## src/rtl/bcd_serial_adder_ctrl.sv

```systemverilog
// Digit-serial packed-BCD adder: one shared single-digit BCD add stage, LSD first,
// decimal carry rippled through a register, start/busy/done handshake.
module bcd_serial_adder_ctrl #(
  parameter int DIGITS = 4
) (
  input  logic                  clk,
  input  logic                  rst_n,
  input  logic                  start,
  input  logic [4*DIGITS-1:0]   a,
  input  logic [4*DIGITS-1:0]   b,
  input  logic                  carry_in,
  output logic                  busy,
  output logic                  done,
  output logic [4*DIGITS-1:0]   sum,
  output logic                  carry,
  output logic                  invalid
);

  localparam int W  = 4 * DIGITS;
  localparam int IW = (DIGITS > 1) ? $clog2(DIGITS) : 1;

  localparam logic [0:0] S_IDLE = 1'b0;
  localparam logic [0:0] S_ADD  = 1'b1;

  logic [0:0]    r_state;
  logic [W-1:0]  r_a;
  logic [W-1:0]  r_b;
  logic [W-1:0]  r_res;
  logic          r_c;
  logic          r_inv;
  logic [IW-1:0] r_idx;
  logic          r_busy;
  logic          r_done;
  logic [W-1:0]  r_sum;
  logic          r_carry;
  logic          r_invalid;

  logic [4:0]    w_s;
  logic [4:0]    w_s_adj;
  logic [3:0]    w_digit;
  logic          w_c_next;
  logic [W-1:0]  w_res_next;
  logic          w_last;

  function automatic logic any_non_bcd(input logic [W-1:0] v);
    logic bad;
    bad = 1'b0;
    for (int i = 0; i < DIGITS; i++) begin
      if (v[4*i +: 4] > 4'd9) begin
        bad = 1'b1;
      end else begin
        bad = bad;
      end
    end
    return bad;
  endfunction

  // Operands shift right each ADD cycle, so the active digit is always bits [3:0].
  // Single-digit BCD add stage with decimal correction.
  always_comb begin
    w_s      = {1'b0, r_a[3:0]} + {1'b0, r_b[3:0]} + {4'b0000, r_c};
    w_s_adj  = w_s + 5'd6;
    w_digit  = w_s[3:0];
    w_c_next = 1'b0;
    if (w_s > 5'd9) begin
      w_digit  = w_s_adj[3:0];
      w_c_next = 1'b1;
    end else begin
      w_digit  = w_s[3:0];
      w_c_next = 1'b0;
    end
  end

  // Result digits enter at the top and shift down, landing in place after DIGITS steps.
  generate
    if (DIGITS == 1) begin : g_one
      assign w_res_next = w_digit;
    end else begin : g_many
      assign w_res_next = {w_digit, r_res[W-1:4]};
    end
  endgenerate

  assign w_last = (r_idx == IW'(DIGITS - 1));

  // Sequencer: accept in IDLE, one digit per clock in ADD, publish on the last digit.
  always_ff @(posedge clk) begin
    if (!rst_n) begin
      r_state   <= S_IDLE;
      r_a       <= '0;
      r_b       <= '0;
      r_res     <= '0;
      r_c       <= 1'b0;
      r_inv     <= 1'b0;
      r_idx     <= '0;
      r_busy    <= 1'b0;
      r_done    <= 1'b0;
      r_sum     <= '0;
      r_carry   <= 1'b0;
      r_invalid <= 1'b0;
    end else begin
      r_done <= 1'b0;
      case (r_state)
        S_IDLE: begin
          if (start) begin
            r_a     <= a;
            r_b     <= b;
            r_c     <= carry_in;
            r_inv   <= any_non_bcd(a) | any_non_bcd(b);
            r_res   <= '0;
            r_idx   <= '0;
            r_busy  <= 1'b1;
            r_state <= S_ADD;
          end else begin
            r_state <= S_IDLE;
          end
        end
        S_ADD: begin
          r_a   <= r_a >> 3'd4;
          r_b   <= r_b >> 3'd4;
          r_c   <= w_c_next;
          r_res <= w_res_next;
          r_idx <= r_idx + IW'(1);
          if (w_last) begin
            r_sum     <= w_res_next;
            r_carry   <= w_c_next;
            r_invalid <= r_inv;
            r_done    <= 1'b1;
            r_busy    <= 1'b0;
            r_idx     <= '0;
            r_state   <= S_IDLE;
          end else begin
            r_state <= S_ADD;
          end
        end
        default: begin
          r_busy  <= 1'b0;
          r_state <= S_IDLE;
        end
      endcase
    end
  end

  assign busy    = r_busy;
  assign done    = r_done;
  assign sum     = r_sum;
  assign carry   = r_carry;
  assign invalid = r_invalid;

endmodule

```

## config.mk

```make
export PLATFORM = sky130hd
export DESIGN_NAME = bcd_serial_adder_ctrl
export DESIGN_NICKNAME = d
export VERILOG_FILES = /design/src/rtl/bcd_serial_adder_ctrl.sv
export SDC_FILE = /design/constraint.sdc
export NUM_CORES = 1
export LEC_CHECK = 0
export CELL_PAD_IN_SITES_DETAIL_PLACEMENT = 1
export CELL_PAD_IN_SITES_GLOBAL_PLACEMENT = 1
export CORE_MARGIN = 2
export CORE_UTILIZATION = 42
export CTS_CLUSTER_DIAMETER = 30
export CTS_CLUSTER_SIZE = 12
export DETAILED_ROUTE_END_ITERATION = 10
export PLACE_DENSITY = 0.95
export SYNTH_ARGS = -nofsm -noshare
export SYNTH_HDL_FRONTEND = slang
export SYNTH_SLANG_ARGS = --single-unit
```

## constraint.sdc

```tcl
create_clock -name clk -period 5.4 [get_ports clk]
set_clock_uncertainty 0.2 [all_clocks]
set_input_delay 0.54 -clock clk [delete_from_list [all_inputs] [get_ports clk]]
set_output_delay 0.54 -clock clk [all_outputs]
set_load 0.01 [all_outputs]
```

==> results of run 1 <==
-- synth_stat cells, types with 5 or more instances --
cell / n / share of area [%]
nor3b_1: 10 / 2.5
nand3_1: 5 / 0.84
mux2i_1: 32 / 11
nand2_1: 7 / 0.88
ha_1: 5 / 2.1
buf_2: 6 / 1.0
inv_1: 6 / 0.76
clkbuf_1: 9 / 1.1
buf_1: 6 / 0.76
nor2_1: 71 / 9.0
o21ai_0: 13 / 2.2
dfxtp_1: 69 / 46
a21oi_1: 40 / 6.7
a22o_1: 14 / 4.1
-- final cells by class --
class	count	area, sq um	share of cell area [%]
Multi-Input combinational cell	227	1485	39.66
Timing Repair Buffer	59	575.6	15.37
Sequential cell	69	1383	36.92
Inverter	6	22.52	0.6014
Tap cell	96	120.1	3.207
Clock buffer	11	131.4	3.508
Clock inverter	5	27.53	0.7350
-- layout by cell type, fill, tap and decap left out, drive strengths merged, types with 2 or more instances in the layout --
cell	count
nor2	72
dfxtp	69
clkdlybuf4s50	54
a21oi	40
mux2i	32
o21ai	15
a22o	14
clkbuf	11
nor3b	10
nand2	7
inv	6
nand3	6
ha	5
buf	5
clkinv	4
and3	3
nor2b	2
fa	2
-- sequential cells by signal (all words and copies together) (netlist names) --
signal / count
r_b: 16
r_a: 16
sum: 16
carry: 1
invalid: 1
r_idx: 2
r_state: 1
r_c: 1
r_res: 12
r_inv: 1
done: 1
busy: 1
-- cells by family (layout without fill, tap and decap cells) --
group	count (synthesis)	after routing	share of synthesized area (%)
compound gates	81	81	18.21
xor+xnor	1	1	0.5468
fa+ha+maj	7	7	3.448
buf+inv	27	81	3.658
flops	69	69	46.43
mux	33	33	11.14
simple gates	105	105	16.57
-- metal layers --
metal  vias to the layer above  track usage (%)  share of wire [%]
met4                         0            7.163                2.1
met2                        72            40.87                 54
met3                        15            5.749                3.3
li1                       1227                -                  -
met5                         -                0                  0
met1                      1273            23.22                 40
-- how the worst max path moves through the flow --
stage | start | endpoint | slack, ns | cells past startpoint
after global placement | r_a[0] | sum[14] | 2.57 | 10
after detailed placement | r_a[0] | sum[14] | 2.32 | 10
after floorplan | r_a[0] | sum[14] | 2.65 | 10
after global routing | r_a[0] | sum[14] | 2.23 | 10
final | r_a[0] | sum[14] | 2.30 | 10
after CTS | r_a[0] | sum[14] | 2.28 | 10
-- worst max-delay path: cells and delay by family, from the launching register on --
| family | cells | cell delay (ns) |
|---|---|---|
| DFF | 1 | 0.34 |
| buffers and inverters | 2 | 0.24 |
| xor gates and xnor gates | 1 | 0.29 |
| and+or+nand+nor | 1 | 0.10 |
| adders and majority gates | 3 | 1.17 |
| AOI/OAI and AO/OA | 3 | 0.71 |
-- power by group --
part | leakage (nW) | switching, mW | internal, mW
Combinational | 0.880 | 0.0965 | 0.0763
Sequential | 0.562 | 0.0142 | 0.529
Clock | 0.0829 | 0.191 | 0.164
Total | 1.53 | 0.302 | 0.769
-- metrics by stage --
step	cells	power [mW]	instance area [sq um]	utilization [%]	worst slack [ns]
2_1_floorplan	323	0.6617	2975	-	2.649
3_3_place_gp	457	0.7102	3586	52.49	2.568
3_5_place_dp	457	0.7239	3586	52.49	2.318
4_1_cts	473	1.079	3745	54.82	2.284
5_1_grt	473	1.121	3745	54.82	2.230
6_report	473	1.071	3745	54.82	2.302
==> key figures, run 1 <==
Critical path
  • Top fanout value on the critical path: 4
  • Kind of end point of the critical path: flip-flop
  • Worst R2R Setup Slack: 2.30 ns
  • Reg-to-reg critical path endpoint: sum[14]
  • R2R cell count: 10
  • Launching point of the worst reg2reg path: r_a[0]
  • Crit path kind: flip-flop to flip-flop
  • Startpoint type of the worst setup path: flip-flop
  • CP required: 5.49 ns
  • Slowest cell on the critical path: fa_1
  • Arrival time reported for the critical path endpoint: 3.19 ns
  • Sequence of cells on the critical path: fa_1 > fa_1 > xor2_2 > inv_1 > ha_1 > inv_1 > o22a_4 > nand3_4 > a2111oi_4 > a221o_1
  • CP max stage delay: 0.47 ns

Clock tree
  • Longest Clk Path Bufs: 2
  • Number of buffers added by the clock tree synthesis step: 9
  • Post-CTS setup repair buffer count: 0
  • Count of hold buffers inserted by post-cts repair: 0
  • Root Buffer: clkbuf_8
  • Worst skew pair latency: 0.34 ns
  • H-tree depth: 3
  • Cells resized by post-CTS repair: 0
  • CTS tree: built
  • TritonCTS Sinks: 69
  • Clock Pin Slew Worst Setup and Hold Paths: 0.08 ns

Detailed routing
  • Via density per instance: 5.469
  • DR DRC count: 0
  • Routed wire per std cell: 17.06 um
  • Final Routed Wirelength: 8071 um
  • Detailed Routing Iterations Pass 1: 4
  • Number of DRC violations after detailed-routing iteration 0: 107
  • Count of antenna-violating nets left after detailed routing: 0
  • Total via count after detailed routing: 2587

Logic synthesis
  • Yosys warning total: 0
  • Commonest register cell after synthesis: dfxtp_1
  • Synthesized netlist net count: 366
  • Number of instances in the synthesized netlist: 323
  • Synth Cell Area: 2975 sq um
  • Average size of a mapped cell: 9.212 sq um
  • Sequential share of the synthesized area: 46.43%
  • Cell variety after synth: 41
  • Synthesized flop and latch total: 69
  • Post-synth EDFFs: 0
  • Asr flop ratio synth: 0%

Die
  • Total number of placement rows: 30
  • Effective utilization at floorplan: 43.55%
  • Number of top-level pins: 56
  • Area of the die: 7773 sq um
  • X dimension of the die: 88.17 um
  • Chip height: 88.17 um
  • Area of the core region: 6832 sq um

Power
  • Leakage component of the power: 1.526 nW
  • Total power divided by cell area: 286.0 nW/um^2
  • Worst-case vdd ir drop: 0.0002090 V

Final layout
  • Filler Cell Count: 812
  • Post-layout net count: 415
  • Number of antenna cells inserted: 0
  • Area growth, synth to finish: 25.86%
  • Fraction of layout cells with a size suffix above 1: 8.488%

Global routing
  • Pin count of the biggest net entering global routing: 78
  • Wire length of the first global-routing pass: 12880 um
  • Via count of the first global-routing pass: 2712
  • Antenna violations before repair: 0
  • Total gr overflow: 0
  • Gr usage total: 21.67%

Timing
  • Highest Clock Rate: 322.8 MHz
  • Worst-case hold slack: 0.2706 ns
  • Final count of pins violating max slew: 0
  • Post-layout minimum cycle time: 3.098 ns
  • Slew of the pin with the lowest slew margin: 0.7398 ns
  • Setup repair after global routing missed its margin: false
  • Final TNS setup: 0 ns
  • Setup-failing EPs final: 0
  • Hold Vio Cnt, Final: 0
  • Period utilisation layout: 57.38%
  • Slew Limit Headroom: 50.68%

Worst hold path
  • Worst Hold Depth: 1
  • Worst hold-check path type: flip-flop to flip-flop
  • Hold-critical path endpoint: sum[1]
  • Worst min-delay path startpoint: r_res[5]

Placed design
  • Estimated wirelength of the detail-placed design: 5600 um
  • Last weighted congestion value of the routability-driven placer: 0.7887
  • Quantity of I/O buffers inserted on ports: 55

Job
  • Maxcap violations: 0

Run status
  • Outcome: completed
(Power assumes the default switching activity.)
==> inputs of run 2 (changes only) <==
Settings changed: CORE_UTILIZATION 42 to 35, PLACE_DENSITY 0.95 to 0.87.
Clock period 5.4 ns to 2.8 ns, I/O delays scaled along.
==> run 2 against run 1 <==
Combinational power increased by 92%. Critical path depth decreased by 1. Hold slack got worse by 0.0051 ns. Clock-buffer cell count decreased by 1. Global-route usage decreased by 4.0 points. Routed wire length decreased by 5.0%. Total power increased by 120%. First-iteration DRC count decreased by 68%. Cell count increased by 3.0%. Sequential share of layout area decreased by 1.4 points. Highest routed layer unchanged.
==> key figures, run 2 (synthesis gave the netlist of run 1 again) <==
Run status
  • Outcome: completed

Timing
  • Setup slack after layout: 0.09715 ns (-2.204 ns)
  • Hold Vio Cnt, Final: 0 (unchanged)
  • Setup-failing EPs final: 0 (unchanged)
  • Highest Clock Rate: 370.0 MHz (+15%)
  • Slew Limit Headroom: 61.35% (+11 points)
  • Final TNS setup: 0 ns (unchanged)
  • Period utilisation layout: 96.53% (+39 points)
  • Slew of the pin with the lowest slew margin: 0.5798 ns (-0.1600 ns)
  • Final count of pins violating max slew: 0 (unchanged)
  • Post-layout minimum cycle time: 2.703 ns (-0.3955 ns)
  • Worst-case hold slack: 0.2656 ns (-0.005056 ns)

Global routing
  • Gr usage total: 17.66% (-4.0 points)
  • Wire length of the first global-routing pass: 12530 um (-2.7%)
  • Antenna violations before repair: 0 (unchanged)
  • Total gr overflow: 0 (unchanged)
  • Via count of the first global-routing pass: 2565 (-5.4%)
  • Pin count of the biggest net entering global routing: 38 (-51%)

Power
  • Clk pwr share: 41.4% (+8.3 points)
  • Leakage component of the power: 1.589 nW (+4.2%)
  • Switching share of power: 25.28% (-2.9 points)
  • Fraction of power consumed by sequential logic: 44.6% (-6.1 points)
  • Combinational share of power: 14.0% (-2.1 points)
  • Power spent charging and discharging nets: 0.5987 mW (+98%)
  • Cell Int Power: 1.770 mW (+130%)
  • Worst-case vdd ir drop: 0.0002960 V (+42%)
  • Total power divided by cell area: 607.9 nW/um^2 (+110%)

Critical path
  • Arrival time reported for the critical path endpoint: 2.74 ns (-0.45 ns)
  • Slowest cell on the critical path: fa_2
  • Crit path kind: flip-flop to flip-flop
  • Startpoint type of the worst setup path: flip-flop
  • Kind of end point of the critical path: flip-flop
  • Worst R2R Setup Slack: 0.1 ns (-2.20 ns)
  • Reg-to-reg critical path endpoint: sum[14]
  • Launching point of the worst reg2reg path: r_c
  • Sequence of cells on the critical path: fa_2 > fa_2 > inv_1 > ha_1 > inv_1 > o22a_4 > and3_4 > nor2_2 > a221o_1
  • CP required: 2.84 ns (-2.65 ns)
  • R2R cell count: 9 (-1)
  • Top fanout value on the critical path: 4 (unchanged)
  • CP max stage delay: 0.58 ns (+0.11 ns)

Final layout
  • Area growth, synth to finish: 30.95%
  • Commonest cells after routing, fill and taps aside: nor2_1 (71), dfxtp_1 (68), clkdlybuf4s50_1 (54)
  • Most frequent standard cell in the layout excluding fill and tap cells: nor2_1
  • Fraction of layout cells with a size suffix above 1: 10.99% (+2.5 points)
  • Number of antenna cells inserted: 0 (unchanged)
  • Count of non-filler cells in the finished layout: 487 (+3.0%)
  • Post-layout net count: 420 (+1.2%)

Die
  • Area of the core region: 8217 sq um (+20%)
  • X dimension of the die: 96.20 um (+9.1%)
  • Number of top-level pins: 56 (unchanged)
  • Area of the die: 9254 sq um (+19%)
  • Total number of placement rows: 33 (+10%)
  • Chip height: 96.20 um (+9.1%)
  • Effective utilization at floorplan: 36.21% (-7.3 points)

Clock tree
  • Root Buffer: clkbuf_8
  • Number of buffers added by the clock tree synthesis step: 9 (unchanged)
  • TritonCTS Sinks: 69 (unchanged)
  • Worst skew pair latency: 0.34 ns (about the same)
  • Clock Pin Slew Worst Setup and Hold Paths: 0.08 ns (about the same)
  • H-tree depth: 3 (unchanged)
  • Count of hold buffers inserted by post-cts repair: 0 (unchanged)
  • CTS tree: built
  • Longest Clk Path Bufs: 2 (unchanged)

Detailed routing
  • Detailed Routing Iterations Pass 1: 4 (unchanged)
  • Number of DRC violations after detailed-routing iteration 0: 34 (-68%)
  • Final Routed Wirelength: 7666 um (-5.0%)
  • Routed wire per std cell: 15.74 um (-7.7%)
  • DR DRC count: 0 (unchanged)
  • Total via count after detailed routing: 2518 (-2.7%)
  • Count of antenna-violating nets left after detailed routing: 0 (unchanged)
  • Via density per instance: 5.170 (-5.5%)

Placed design
  • Last weighted congestion value of the routability-driven placer: 0.8413 (+6.7%)
  • Worst slack at placement: -0.03393 ns (-2.352 ns)
  • Number of cells in the design after placement: 470 (+2.8%)
  • Quantity of I/O buffers inserted on ports: 55 (unchanged)
  • Estimated wirelength of the detail-placed design: 5609 um (+0.15%)

Job
  • Maxcap violations: 0 (unchanged)

Worst hold path
  • Worst min-delay path startpoint: sum[15]
  • Worst Hold Depth: 2 (+1)
  • Worst hold-check path type: flip-flop to flip-flop
  • Hold-critical path endpoint: sum[15]
run 2: stage by stage:
stage               util, %  power (mW)  instance area, sq um
finish                47.42       2.368                  3896
global route          47.42       2.466                  3896
CTS                   47.24       2.390                  3881
detailed placement    44.30       1.402                  3640
global placement      44.30       1.381                  3640
floorplan                 -       1.276                  2975
run 2: area by class of cell:
cell class / instances / area, sq um
Fill cell: 933 / 4320
Multi-Input combinational cell: 227 / 1495
Sequential cell: 69 / 1383
Timing Repair Buffer: 64 / 625.6
Tap cell: 105 / 131.4
Clock buffer: 10 / 127.6
Clock inverter: 6 / 111.4
Inverter: 6 / 22.52
run 2: what timing repair did:
| item | in CTS | in global routing |
|---|---|---|
| resized for setup | 1 | 3 |
| setup endpoints to repair | 5 | 6 |
| endpoints found under the hold margin | 0 | 0 |
| buffers inserted | 0 | 1 |
| pin swaps | 0 | 4 |
run 2: how the worst max path moves through the flow:
stage                 from  endpoint  slack (ns)  cells past startpoint
floorplan           r_a[0]   sum[14]        0.05                     10
global placement    r_a[0]   sum[14]        0.05                     10
detailed placement  r_a[0]   sum[14]       -0.03                     10
CTS                 r_a[0]   sum[13]        0.01                     10
global route           r_c   sum[14]      -0.002                      9
finish                 r_c   sum[14]         0.1                      9
run 2: power by group through the flow:
stage	registers [mW]	logic (mW)	clock network (mW)
2_1_floorplan	1.06	0.215	0
3_3_place_gp	1.08	0.306	0
3_5_place_dp	1.08	0.324	0
4_1_cts	1.06	0.327	1.01
5_1_grt	1.06	0.364	1.04
6_report	1.06	0.332	0.980
run 2: critical path, delay by kind of cell (launching register included):
| family | cells | cell delay [ns] |
|---|---|---|
| AOI/OAI and AO/OA | 2 | 0.45 |
| adders and majority gates | 3 | 1.19 |
| buffers and inverters | 2 | 0.17 |
| DFF | 1 | 0.33 |
| and+or+nand+nor | 2 | 0.25 |
run 2: metal layers:
metal / track usage [%] / vias to the layer above / share of wire (%)
met5: 0 / - / 0
met4: 3.929 / 0 / 1.4
met3: 5.403 / 16 / 4.5
met2: 31.89 / 74 / 51
met1: 20.36 / 1195 / 43
li1: - / 1233 / -
